`config.mk`:
```
export PLATFORM = sky130hd
export DESIGN_NAME = i2s_slave_rx_flat
export DESIGN_NICKNAME = d
export VERILOG_FILES = /design/src/rtl/i2s_pkg.sv /design/src/rtl/i2s_slave_rx_if.sv /design/src/rtl/sync_edge.sv /design/src/rtl/i2s_slave_rx.sv /design/src/flat_wrapper.sv
export SDC_FILE = /design/constraint.sdc
export NUM_CORES = 1
export LEC_CHECK = 0
export ABC_CLOCK_PERIOD_IN_PS = 2000
export CORE_MARGIN = 4
export CORE_UTILIZATION = 30
export DETAILED_ROUTE_END_ITERATION = 16
export PLACE_DENSITY = 0.51
export SYNTH_ARGS = -nofsm -noshare
export SYNTH_HDL_FRONTEND = slang
export SYNTH_SLANG_ARGS = --single-unit
```
`constraint.sdc`:
```
create_clock -name lmmi_clk_i -period 2 [get_ports lmmi_clk_i]
set_input_delay 0.2 -clock lmmi_clk_i [delete_from_list [all_inputs] [get_ports lmmi_clk_i]]
set_output_delay 0.2 -clock lmmi_clk_i [all_outputs]
set_load 0.01 [all_outputs]
```
`src/rtl/i2s_pkg.sv`:
```
// Shared types and constants for the I2S receive path.
package i2s_pkg;

  typedef enum logic {LEFT = 1'b0, RIGHT = 1'b1} i2s_ch_e;

  typedef enum logic {UNLOCKED = 1'b0, RUN = 1'b1} rx_state_e;

  localparam int I2S_SLOT_BITS = 32;
  localparam int I2S_WORD_MAX  = 64;

endpackage

```
`src/rtl/i2s_slave_rx_if.sv`:
```
// Parallel sample bus from the I2S receiver to the 32-bit sample latch.
interface i2s_slave_rx_if;
  import i2s_pkg::*;

  logic [I2S_SLOT_BITS-1:0] sample_dat;
  i2s_ch_e                  sample_ch;
  logic                     sample_vld;

  modport master (output sample_dat, sample_ch, sample_vld);
  modport slave  (input  sample_dat, sample_ch, sample_vld);

endinterface

```
`src/rtl/sync_edge.sv`:
```
// Multi-flop synchronizer for an asynchronous pin, with an optional registered
// rising-edge strobe.
module sync_edge #(
  parameter int STAGES  = 2,
  parameter bit EDGE_EN = 1'b0
) (
  input  logic lmmi_clk_i,
  input  logic reset_n_i,
  input  logic d,
  output logic q,
  output logic rise
);

  logic [STAGES-1:0] sync_p0;

  always_ff @(posedge lmmi_clk_i or negedge reset_n_i) begin
    if (!reset_n_i) sync_p0 <= '0;
    else            sync_p0 <= {sync_p0[STAGES-2:0], d};
  end

  assign q = sync_p0[STAGES-1];

  if (EDGE_EN) begin : g_edge
    logic q_p1;
    // Edge stage: rise lands one clock after the synchronized level changes.
    always_ff @(posedge lmmi_clk_i or negedge reset_n_i) begin
      if (!reset_n_i) begin
        q_p1 <= 1'b0;
        rise <= 1'b0;
      end else begin
        q_p1 <= q;
        rise <= q & ~q_p1;
      end
    end
  end else begin : g_no_edge
    assign rise = 1'b0;
  end

endmodule

```
`src/rtl/i2s_slave_rx.sv`:
```
// I2S slave receiver: oversamples SCK/WS/SD on the system clock and emits one
// sign-extended sample per slot with a single-cycle strobe.
module i2s_slave_rx
  import i2s_pkg::*;
#(
  parameter int DATA_WIDTH  = 24,
  parameter int SYNC_STAGES = 2,
  parameter int TIMEOUT     = 255,
  parameter int MAX_SLOT    = I2S_WORD_MAX
) (
  input  logic           lmmi_clk_i,
  input  logic           reset_n_i,
  input  logic           conf_en_i,
  input  logic           i2s_sck_i,
  input  logic           i2s_ws_i,
  input  logic           i2s_sd_i,
  i2s_slave_rx_if.master smp,
  output logic           locked_o,
  output logic           frame_err_o
);

  localparam int CNT_W = $clog2(MAX_SLOT + 2);
  localparam int TO_W  = $clog2(TIMEOUT + 1);
  localparam logic [CNT_W-1:0] DW_C    = CNT_W'(DATA_WIDTH);
  localparam logic [CNT_W-1:0] MAX_C   = CNT_W'(MAX_SLOT);
  localparam logic [CNT_W-1:0] SAT_C   = CNT_W'(MAX_SLOT + 1);
  localparam logic [TO_W-1:0]  TO_LAST = TO_W'(TIMEOUT - 1);

  function automatic logic signed [I2S_SLOT_BITS-1:0] sign_ext(
    input logic signed [DATA_WIDTH-1:0] v);
    return I2S_SLOT_BITS'(v);
  endfunction

  logic sck_rise, ws_s, sd_s;
  logic sck_lvl_unused, ws_rise_unused, sd_rise_unused;

  sync_edge #(.STAGES(SYNC_STAGES), .EDGE_EN(1'b1)) u_sck (
    .lmmi_clk_i(lmmi_clk_i), .reset_n_i(reset_n_i), .d(i2s_sck_i),
    .q(sck_lvl_unused), .rise(sck_rise));
  sync_edge #(.STAGES(SYNC_STAGES), .EDGE_EN(1'b0)) u_ws (
    .lmmi_clk_i(lmmi_clk_i), .reset_n_i(reset_n_i), .d(i2s_ws_i),
    .q(ws_s), .rise(ws_rise_unused));
  sync_edge #(.STAGES(SYNC_STAGES), .EDGE_EN(1'b0)) u_sd (
    .lmmi_clk_i(lmmi_clk_i), .reset_n_i(reset_n_i), .d(i2s_sd_i),
    .q(sd_s), .rise(sd_rise_unused));

  rx_state_e                    state;
  logic                         ws_q;
  logic [CNT_W-1:0]             bit_cnt, cnt_inc;
  logic [TO_W-1:0]              to_cnt;
  logic signed [DATA_WIDTH-1:0] shift_p1, sh_next, word;
  logic                         ws_edge;

  assign ws_edge = (ws_s != ws_q);
  assign cnt_inc = (bit_cnt == SAT_C) ? bit_cnt : bit_cnt + 1'b1;
  assign sh_next = {shift_p1[DATA_WIDTH-2:0], sd_s};
  // Bits past DATA_WIDTH are slot padding, so the word freezes once full.
  assign word    = (bit_cnt < DW_C) ? sh_next : shift_p1;

  always_ff @(posedge lmmi_clk_i) begin
    if (sck_rise && (bit_cnt < DW_C)) shift_p1 <= sh_next;
  end

  // Framing stage: decisions are taken on sck_rise and registered here.
  always_ff @(posedge lmmi_clk_i or negedge reset_n_i) begin
    if (!reset_n_i) begin
      state          <= UNLOCKED;
      ws_q           <= 1'b0;
      bit_cnt        <= '0;
      to_cnt         <= '0;
      smp.sample_dat <= '0;
      smp.sample_ch  <= LEFT;
      smp.sample_vld <= 1'b0;
      locked_o       <= 1'b0;
      frame_err_o    <= 1'b0;
    end else begin
      smp.sample_vld <= 1'b0;
      frame_err_o    <= 1'b0;
      if (sck_rise) ws_q <= ws_s;
      if (!conf_en_i) begin
        state    <= UNLOCKED;
        locked_o <= 1'b0;
        bit_cnt  <= '0;
        to_cnt   <= '0;
      end else begin
        case (state)
          UNLOCKED: begin
            to_cnt <= '0;
            if (sck_rise && ws_edge) begin
              state    <= RUN;
              locked_o <= 1'b1;
              bit_cnt  <= '0;
            end
          end
          RUN: begin
            if (sck_rise) begin
              to_cnt <= '0;
              if (ws_edge) begin
                bit_cnt <= '0;
                if (cnt_inc >= DW_C) begin
                  smp.sample_vld <= 1'b1;
                  smp.sample_dat <= sign_ext(word);
                  smp.sample_ch  <= i2s_ch_e'(ws_q);
                end else begin
                  frame_err_o <= 1'b1;
                end
              end else begin
                bit_cnt <= cnt_inc;
                if (cnt_inc > MAX_C) begin
                  frame_err_o <= 1'b1;
                  state       <= UNLOCKED;
                  locked_o    <= 1'b0;
                end
              end
            end else if (to_cnt == TO_LAST) begin
              frame_err_o <= 1'b1;
              state       <= UNLOCKED;
              locked_o    <= 1'b0;
              to_cnt      <= '0;
            end else begin
              to_cnt <= to_cnt + 1'b1;
            end
          end
          default: state <= UNLOCKED;
        endcase
      end
    end
  end

endmodule

```
`src/flat_wrapper.sv`:
```
// flat-port wrapper written by rule: the top's interface ports become plain ports
module i2s_slave_rx_flat import i2s_pkg::*;
#(
  parameter int DATA_WIDTH  = 24,
  parameter int SYNC_STAGES = 2,
  parameter int TIMEOUT     = 255,
  parameter int MAX_SLOT    = I2S_WORD_MAX
)
  (lmmi_clk_i, reset_n_i, conf_en_i, i2s_sck_i, i2s_ws_i, i2s_sd_i, locked_o, frame_err_o, smp_sample_dat, smp_sample_ch, smp_sample_vld);
  i2s_slave_rx_if smp_i ();
  input  logic lmmi_clk_i;
  input  logic reset_n_i;
  input  logic conf_en_i;
  input  logic i2s_sck_i;
  input  logic i2s_ws_i;
  input  logic i2s_sd_i;
  output logic locked_o;
  output logic frame_err_o;
  output wire logic [$bits(smp_i.sample_dat)-1:0] smp_sample_dat;
  output wire logic [$bits(smp_i.sample_ch)-1:0] smp_sample_ch;
  output wire logic [$bits(smp_i.sample_vld)-1:0] smp_sample_vld;
  assign smp_sample_dat = smp_i.sample_dat;
  assign smp_sample_ch = smp_i.sample_ch;
  assign smp_sample_vld = smp_i.sample_vld;
  i2s_slave_rx #(.DATA_WIDTH(DATA_WIDTH), .SYNC_STAGES(SYNC_STAGES), .TIMEOUT(TIMEOUT), .MAX_SLOT(MAX_SLOT)) u_core (.lmmi_clk_i(lmmi_clk_i), .reset_n_i(reset_n_i), .conf_en_i(conf_en_i), .i2s_sck_i(i2s_sck_i), .i2s_ws_i(i2s_ws_i), .i2s_sd_i(i2s_sd_i), .smp(smp_i), .locked_o(locked_o), .frame_err_o(frame_err_o));
endmodule
```
==> results by group <==
Worst hold path
  • Hold Crit Depth: 1
  • Hold crit path type: input port to register
  • Worst hold path endpoint: u_core.u_sck.sync_p0[0]$_DFF_PN0_
  • Hold wc startpoint: i2s_sck_i

Power and ir drop
  • Int Pwr: 2720 uW
  • Sw frac: 22.4%
  • Leak: 0.00196 uW
  • Maximum vdd drop: around 0.31 mV
  • Logic pwr share: 5.5%
  • Pwr dens: 767 nW/um2
  • Sequential group share of total power: roughly half
  • Clock network power share: between 40% and 50%
  • P_sw: 784 uW

Routing
  • First-pass iteration count of the detailed router: 4
  • Post-DRT Antenna Nets: 0
  • DR iter-0 viols: 77
  • Post-route DRC: 0
  • Vias post-DR: between 2000 and 2500
  • DR WL/cell: 14.4 um
  • Average vias per placed instance: 4.70
  • Final wirelength: 6550 um

Clock tree
  • Clk_lat worst skew: 0.33 ns
  • CTS Buf Count: 9
  • Clk slew on worst S/H paths: 0.06 ns
  • H-tree depth: 3
  • Post-CTS Setup Bufs: 0
  • CTS tree: done
  • Deepest clock path buffer count: 2
  • Root Buffer Master: clkbuf_16
  • CTS sink count: 77

Critical path
  • WS Path Type: register to register
  • Setup crit end kind: register
  • WP buf/inv: 1
  • Reg2Reg Launch Point: u_core.bit_cnt[0]$_DFFE_PN0P_
  • R2r endpoint: u_core.smp.sample_dat[5]$_DFFE_PN0P_
  • Worst R2R Setup Slack: ~0.13 ns
  • Crit path arrival time: about 2.1 ns
  • Crit path max fanout: 13
  • Worst R2R Path Depth: 7
  • Slowest stage delay, CP: around 0.38 ns
  • Worst path required time: 2.22 ns
  • Crit path cell chain: ha_2 -> and3b_2 -> o221ai_4 -> nand4b_4 -> nand3_4 -> buf_12 -> mux2_2
  • Crit path launch type: register
  • Top delay family on crit path: simple AND/OR/NAND/NOR gates
  • Slowest CP cell: dfrtp_1

Timing
  • Slew headroom: 65.1%
  • Maximum clock rate: about 530 MHz
  • Worst hold slack: 0.308 ns
  • Final setup violation count: 0
  • Post-Route Setup TNS: 0 ns
  • Final period util: a little over nine tenths
  • Fin. max-slew vios: 0
  • Skew final: 0.00789 ns
  • Minimum clock period: 1.87 ns
  • Slew at the pin with the worst max-slew slack: 0.523 ns
  • Final Hold Fails: 0
  • RSZ-0062 raised after global routing: false

GRT
  • Total grt overflow: 0
  • Vias in the first global route: ~2200
  • Antenna violations before repair: 0
  • Largest net degree at the start of global routing: 33
  • GRT Total Usage: 10.3%
  • First-pass GRT wire length: 11000 um

Floorplan
  • # rows: 39
  • Initial core utilization: 30.9%
  • Core area: roughly 12000 um2
  • Die area: roughly 14000 um2
  • Die width: 117 um
  • Die height: 117 um
  • I/O pin count: 42

Place
  • DP HPWL: between 4000 and 5000 um
  • PortBufs: 41
  • Cells after DPL: roughly 440
  • Final GP Congestion: 0.789

Logic synthesis
  • Yosys warning count: 0
  • Area contributors post-synth: dfrtp_1, edfxtp_1, mux2_2
  • Syn Inst Count: 254
  • Synth top area share: ~37%
  • Top cells by count, synth: dfrtp_1, mux2_2, edfxtp_1
  • Register area share after synthesis: 57.5%
  • Fraction of registers with async set/reset: 68.8%
  • Most common cell in the netlist: dfrtp_1
  • Yosys top cell by area: dfrtp_1
  • FF+latch count, synth: 77
  • Syn avg cell area: 14.0 um2
  • Number of library cell types mapped by synthesis: 48
  • Synthesized area: 3560 um2
  • Top FF cell, synth: dfrtp_1
  • Number of synthesized flops with an enable pin: 24
  • Synth Net Count: 264

Finish
  • Fillers: 1068
  • Register Area: approximately 2000 um2
  • Area occupied by multi-input gates: 1410 um2
  • # diodes: 0
  • P&R area growth vs syn: 28.6%
  • Nets: 315
  • Layout cells sized above 1: 32.9%
  • Non-Filler Instances: 453

Job
  • Max-Cap Viols: 0

Status
  • Status: complete, no violations
power groups by stage:
stage / sequential (uW) / combinational [uW] / clock (uW)
3_5_place_dp: 1730 / 193 / 0
2_1_floorplan: 1720 / 94.8 / 0
6_report: 1700 / 193 / 1620
5_1_grt: 1700 / 218 / 1730
4_1_cts: 1700 / 196 / 1660
3_3_place_gp: 1730 / 193 / 0
layer usage:
layer	wire length [um]	part of all wire, %	up-vias	GRT usage [%]
met4	143	2.2	0	4.59
met3	191	2.9	11	2.11
li1	-	-	1009	-
met5	0	0	-	0
met2	3070	47	38	16.0
met1	3140	48	1069	13.9
repair_timing:
action                                  CTS  global route
endpoints found under the setup margin    0            30
hold buffers                              1             0
gates resized for setup                   0            12
endpoints found under the hold margin    21             0
layout by cell type (no fill, tap or decap), types with 4 or more instances in the layout:
| cell type | instances |
|---|---|
| and3_1 | 6 |
| buf_12 | 5 |
| buf_4 | 12 |
| clkbuf_16 | 9 |
| clkdlybuf4s50_1 | 40 |
| dfrtp_1 | 51 |
| edfxtp_1 | 24 |
| inv_1 | 5 |
| mux2_2 | 31 |
| mux2_4 | 19 |
| nand2_1 | 8 |
| nand3_1 | 9 |
| nor2_1 | 12 |
| xnor2_1 | 4 |
| xor2_1 | 7 |
through the flow:
step                      power, uW  util, %  instance area [um2]  setup slack (ns)
after floorplan                1820        -                 3560           0.00936
after global placement         1920     36.5                 4210            0.0747
after detailed placement       1920     36.5                 4210            0.0393
after CTS                      3560     39.2                 4520            0.0358
after global routing           3650     39.7                 4570           0.00914
final                          3510     39.7                 4570             0.128
area by class of cell:
cell class	instances	share of cell area (%)
tap	143	3.91
clock buffer	9	4.92
multi-input combinational	152	30.8
timing repair buffer	60	13.5
clock inverter	7	1.64
inverter	5	0.410
sequential	77	44.8
flip-flops by register name, indices dropped and copies added (netlist names):
register / flops
u_core.smp.sample_vld: 1
u_core.smp.sample_ch: 1
u_core.state: 1
u_core.shift_p1: 24
u_core.frame_err_o: 1
u_core.u_sck.g_edge.q_p1: 1
u_core.ws_q: 1
u_core.locked_o: 1
u_core.to_cnt: 8
u_core.u_ws.sync_p0: 2
u_core.u_sck.sync_p0: 2
u_core.smp.sample_dat: 24
u_core.u_sck.rise: 1
u_core.u_sd.sync_p0: 2
u_core.bit_cnt: 7
kinds of logic after synthesis:
| kind of cell | Yosys count | share of synthesized area, % |
|---|---|---|
| buffers and inverters | 25 | 4.26 |
| adders and majority gates | 4 | 1.41 |
| xor gates and xnor gates | 12 | 3.17 |
| muxes | 53 | 18.7 |
| DFF | 77 | 57.5 |
| and+or+nand+nor | 57 | 9.46 |
| AOI/OAI and AO/OA | 26 | 5.49 |
worst max path at each step:
| stage | startpoint | to | slack [ns] | cells after the start |
|---|---|---|---|---|
| floorplan | u_core.bit_cnt[0]$_DFFE_PN0P_ | u_core.smp.sample_dat[10]$_DFFE_PN0P_ | 0.009 | 7 |
| global placement | u_core.bit_cnt[0]$_DFFE_PN0P_ | u_core.smp.sample_dat[5]$_DFFE_PN0P_ | 0.07 | 7 |
| detailed placement | u_core.bit_cnt[0]$_DFFE_PN0P_ | u_core.smp.sample_dat[5]$_DFFE_PN0P_ | 0.04 | 7 |
| CTS | u_core.bit_cnt[0]$_DFFE_PN0P_ | u_core.smp.sample_dat[5]$_DFFE_PN0P_ | 0.04 | 7 |
| global route | u_core.bit_cnt[0]$_DFFE_PN0P_ | u_core.smp.sample_dat[5]$_DFFE_PN0P_ | 0.009 | 7 |
| finish | u_core.bit_cnt[0]$_DFFE_PN0P_ | u_core.smp.sample_dat[5]$_DFFE_PN0P_ | 0.13 | 7 |
Power figures use the tool's default switching activity.
